**src/rtl/apb_slave_regfile.sv**
```systemverilog
// APB completer exposing a bank of 32-bit registers; register 0 is a read-only ID word.
// Every transfer takes WAIT_CYCLES wait states, then one response cycle.
module apb_slave_regfile #(
  parameter int          NUM_REGS    = 16,
  parameter int          WAIT_CYCLES = 2,
  parameter logic [31:0] ID_VALUE    = 32'hA9B0_0001
) (
  input  logic        PCLK,
  input  logic        PRESETn,
  input  logic        PSEL,
  input  logic        PENABLE,
  input  logic [31:0] PADDR,
  input  logic        PWRITE,
  input  logic [31:0] PWDATA,
  output logic [31:0] PRDATA,
  output logic        PREADY,
  output logic        PSLVERR
);

  localparam int         IDX_W    = $clog2(NUM_REGS);
  localparam logic [3:0] WAIT_CNT = 4'(WAIT_CYCLES);

  typedef enum logic [1:0] {
    ST_IDLE,
    ST_WAIT,
    ST_RESP
  } state_t;

  state_t             state_q, state_d;
  logic [3:0]         cnt_q, cnt_d;
  logic [IDX_W-1:0]   addr_q, addr_d;
  logic               wr_q, wr_d;
  logic [31:0]        wdata_q, wdata_d;
  logic               err_q, err_d;
  logic [31:0]        regs_q [1:NUM_REGS-1];
  logic [31:0]        regs_d [1:NUM_REGS-1];

  logic               setup_phase;
  logic               in_range;
  logic               setup_err;
  logic               commit;
  logic [31:0]        rd_word;

  // Any set bit above the implemented index range makes the comparison fail.
  assign setup_phase = PSEL & ~PENABLE;
  assign in_range    = PADDR[31:2] < 30'(NUM_REGS);
  assign setup_err   = (PADDR[1:0] != 2'b00) | ~in_range |
                       (PWRITE & (PADDR[31:2] == 30'd0));

  always_comb begin
    state_d = state_q;
    cnt_d   = cnt_q;
    addr_d  = addr_q;
    wr_d    = wr_q;
    wdata_d = wdata_q;
    err_d   = err_q;
    commit  = 1'b0;
    case (state_q)
      ST_IDLE: begin
        if (setup_phase) begin
          addr_d  = PADDR[IDX_W+1:2];
          wr_d    = PWRITE;
          wdata_d = PWDATA;
          err_d   = setup_err;
          cnt_d   = WAIT_CNT;
          state_d = (WAIT_CYCLES == 0) ? ST_RESP : ST_WAIT;
        end
      end
      ST_WAIT: begin
        if (!PSEL) begin
          cnt_d   = 4'd0;
          state_d = ST_IDLE;
        end else begin
          cnt_d = cnt_q - 4'd1;
          if (cnt_q <= 4'd1) begin
            state_d = ST_RESP;
          end
        end
      end
      ST_RESP: begin
        state_d = ST_IDLE;
        commit  = PSEL & PENABLE & wr_q & ~err_q;
      end
      default: begin
        state_d = ST_IDLE;
      end
    endcase
  end

  always_ff @(posedge PCLK or negedge PRESETn) begin
    if (!PRESETn) begin
      state_q <= ST_IDLE;
      cnt_q   <= 4'd0;
      addr_q  <= '0;
      wr_q    <= 1'b0;
      wdata_q <= 32'd0;
      err_q   <= 1'b0;
    end else begin
      state_q <= state_d;
      cnt_q   <= cnt_d;
      addr_q  <= addr_d;
      wr_q    <= wr_d;
      wdata_q <= wdata_d;
      err_q   <= err_d;
    end
  end

  // Register 0 has no storage; only indices 1..NUM_REGS-1 are flops.
  always_comb begin
    for (int i = 1; i < NUM_REGS; i++) begin
      regs_d[i] = (commit && (addr_q == IDX_W'(i))) ? wdata_q : regs_q[i];
    end
  end

  genvar gi;
  generate
    for (gi = 1; gi < NUM_REGS; gi++) begin : g_reg
      always_ff @(posedge PCLK or negedge PRESETn) begin
        if (!PRESETn) begin
          regs_q[gi] <= 32'd0;
        end else begin
          regs_q[gi] <= regs_d[gi];
        end
      end
    end
  endgenerate

  always_comb begin
    rd_word = ID_VALUE;
    for (int i = 1; i < NUM_REGS; i++) begin
      if (addr_q == IDX_W'(i)) begin
        rd_word = regs_q[i];
      end
    end
  end

  // Outputs depend only on state and latched fields.
  assign PREADY  = (state_q == ST_RESP);
  assign PSLVERR = PREADY & err_q;
  assign PRDATA  = (PREADY & ~wr_q & ~err_q) ? rd_word : 32'd0;

endmodule

```
**config.mk**
```make
export PLATFORM = sky130hd
export DESIGN_NAME = apb_slave_regfile
export DESIGN_NICKNAME = d
export VERILOG_FILES = /design/src/rtl/apb_slave_regfile.sv
export SDC_FILE = /design/constraint.sdc
export NUM_CORES = 1
export LEC_CHECK = 0
export CORE_AREA = 2 2 319 321
export DETAILED_ROUTE_END_ITERATION = 10
export DIE_AREA = 0 0 321 323
export GPL_TIMING_DRIVEN = 0
export PLACE_DENSITY = 0.46
export SYNTH_ARGS = -nofsm -noshare
export SYNTH_HDL_FRONTEND = slang
export SYNTH_SLANG_ARGS = --single-unit
export TNS_END_PERCENT = 5
```
**constraint.sdc**
```tcl
create_clock -name PCLK -period 2.65 [get_ports PCLK]
set_clock_uncertainty 0.15 [all_clocks]
set_input_delay 0.53 -clock PCLK [delete_from_list [all_inputs] [get_ports PCLK]]
set_output_delay 0.53 -clock PCLK [all_outputs]
set_load 0.02 [all_outputs]
```
==> impl_results.md <==
- Outcome: finished, violations left
- Failing checks: setup timing
- Layout Utilization: 0.327
- Fin crit period: 3600 ps
- Routed wire length: 111000 microns
- Commonest non-fill, non-tap cell in the layout: dfrtp_1
- Post-synth cell types: 63
- Gr usage total: 0.208
- Clock-pin slew on the worst setup and hold paths: 60 ps
- Clk sinks: 524
- GP Congestion: 0.963
- Hold Crit Class: reg2reg
- Vias: 19300
- Avg WL per Cell: 30.9 microns
- Top cell type's share of synthesized area: 0.528
- CTS tree: done
- IO Pins: 103
- Tot Pwr: 0.0297 W
- Final worst-path cycle share: 1.36
- Worst slew pin tran: 1210 ps
- Slew HR: 0.190
- Ys async rst share: 1.00
- Die width: 321 microns
- Initial Utilization: 0.246
- Arr. time, crit path: 2920 ps
- Peak VDD IR: 581 uV
- Number of port buffers: 102
- Placed Area: 0.0276 sq mm
- Yosys warning total: 0
- Area contributors post-synth: dfrtp_1 (53%), mux2_2 (23%), mux2i_1 (2.3%)
- Vias in the first global route: 19300
- Fraction of layout cells with a size suffix above 1: 0.462
- Nets: 2315
- Crit Path Max Fanout: 6
- Pin count of the biggest net entering global routing: 117
- Design Area, Final: 0.0329 sq mm
- GRT overflow: 0
- Fin. max-slew vios: 0
- RSZ-0062 raised after global routing: yes
- Max Clk Rate: 278 MHz
- Commonest non-fill, non-tap cells in the layout: dfrtp_1 (523), mux2_2 (511), buf_4 (79)
- Fillers: 9959
- TritonCTS buffer count: 58
- Number of routed nets with antenna violations: 0
- Cell Area, Synth: 0.0248 sq mm
- Drt via density: 5.36
- Fin. Hold Viols: 0
- Worst setup SP type: register
- H-tree depth: 2
- Syn Area/Cell: 12.5 sq um
- Post-synth EDFFs: 0
- Drt first pass iters: 6
- Part of the Yosys area used for sequential elements: 0.528
- Post-synth top area cell: dfrtp_1
- Post-route setup slack: -947 ps
- Primary FF master, synth: dfrtp_1
- Leak pwr: 15.0 nW
- Pwr dens: 902 mW/mm^2
- DRT iter0 DRCs: 1825
- Final setup viols: 280
- Initial antenna violation count: 3
- First-pass GRT wire length: 152000 microns
- Maximum root-to-sink buffer count: 3
- P&R area growth vs syn: 32.6%
- Max_cap viols: 0
- Hpwl dp: 70800 microns
- Gate Count Post-Synth: 1978
- Clock Latency Late Sink: 650 ps
- CP required: 1970 ps
- Critical Path Sink Type: output port
- Synthesized net count: 2049
- Drt drc: 0
- Setup WS pre-CTS: -2820 ps
- Crit Path Class: reg2out
- Root Driver: clkbuf_16
- # rows: 117
- DIE AREA: 0.104 sq mm
- Core footprint: 0.101 sq mm
- Die height: 323 microns
- Synth Register Bits: 524
layout make-up:
class                           instances  area [sq um]  share of cell area
Sequential cell                       524         13100               0.398
Timing Repair Buffer                  212          2330              0.0708
Buffer                                169          2070              0.0629
Tap cell                             1309          1640              0.0497
Clock buffer                           84          1710              0.0519
Inverter                               12          62.6             0.00190
Antenna cell                            1          2.50           0.0000760
Multi-Input combinational cell       1267         11700               0.356
Clock inverter                         25           269             0.00817
cell usage after synthesis (7+ instances only):
library cell / instances
a211oi_1: 18
a21oi_1: 84
a221o_1: 7
a221oi_1: 26
a22oi_1: 21
a31oi_1: 14
buf_1: 37
buf_2: 68
buf_4: 34
clkbuf_1: 36
dfrtp_1: 524
inv_1: 9
mux2_1: 28
mux2_2: 513
mux2i_1: 56
nand2_1: 81
nand2b_1: 16
nand3_1: 20
nor2_1: 70
nor2b_1: 13
nor3_1: 18
nor3_4: 7
nor4_1: 8
o211ai_1: 10
o21a_1: 10
o21ai_0: 82
o221ai_1: 22
o22ai_1: 48
state kept, by name (all words and copies together), names as in the netlist:
| signal | cells |
|---|---|
| wdata_q | 32 |
| cnt_q | 4 |
| regs_q | 480 |
| wr_q | 1 |
| err_q | 1 |
| addr_q | 4 |
| state_q | 2 |
path summary, 6_finish.rpt:
| path | cells after the start | startpoint | endpoint | slack, ps |
|---|---|---|---|---|
| min in group asynchronous | 2 | PRESETn | wdata_q[4] | 380 |
| worst min-delay path | 1 | regs_q[455] | regs_q[455] | 340 |
| worst max-delay path | 9 | addr_q[0] | PRDATA[22] | -950 |
| worst max register to register | 7 | state_q[0] | regs_q[71] | -300 |
| worst min register to register | 1 | regs_q[455] | regs_q[455] | 340 |
| max in group asynchronous | 4 | PRESETn | regs_q[155] | 330 |
metrics by stage:
stage               hold slack (ps)  TNS, ps  instances
finish                          337   -50790       3603
global route                    345   -74200       3602
CTS                             326   -61280       3546
detailed placement              321  -355630       3394
global placement                313        -       3389
floorplan                      84.4     -724       1978
layer usage:
metal  vias to the layer above  GRT usage  routed length, microns
li1                       7850          -                       -
met1                     10200      0.277                   46400
met2                       963      0.329                   51100
met3                       256     0.0321                    7990
met4                         0      0.102                    5960
met5                         -          0                       0
report_power, final:
part	switching (W)	total, W	internal (W)
registers	0.000537	0.00882	0.00829
clock network	0.00353	0.00848	0.00495
logic	0.00774	0.0124	0.00466
total	0.0118	0.0297	0.0179
what timing repair did:
item / CTS / global route
pin swaps: 53 / 73
setup buffers: 46 / 47
setup endpoints to repair: 439 / 517
cloned: 2 / 9
hold endpoints to repair: 92 / 0
hold buffers: 1 / 0
resized for setup: 549 / 217
cell families (layout without fill, tap and decap cells):
| logic type | Yosys count | count (layout) | share of synthesized area |
|---|---|---|---|
| multiplexers | 603 | 603 | 0.273 |
| flip-flops | 524 | 524 | 0.528 |
| AO/OA/AOI/OAI | 388 | 388 | 0.103 |
| AND/OR/NAND/NOR | 274 | 274 | 0.0576 |
| buffers and inverters | 187 | 502 | 0.0369 |
| adder cells (fa/ha/maj) | 2 | 2 | 0.00101 |
| other | 0 | 1 | 0 |
critical path: stages (launching register included):
cell and delay (ps):
dfrtp_2 530, buf_12 200, buf_16 170, nor2b_4 320, buf_8 200, a22oi_2 100
o221ai_2 170, o211ai_1 110, o211ai_1 210, buf_4 230
Power figures use the tool's default switching activity.
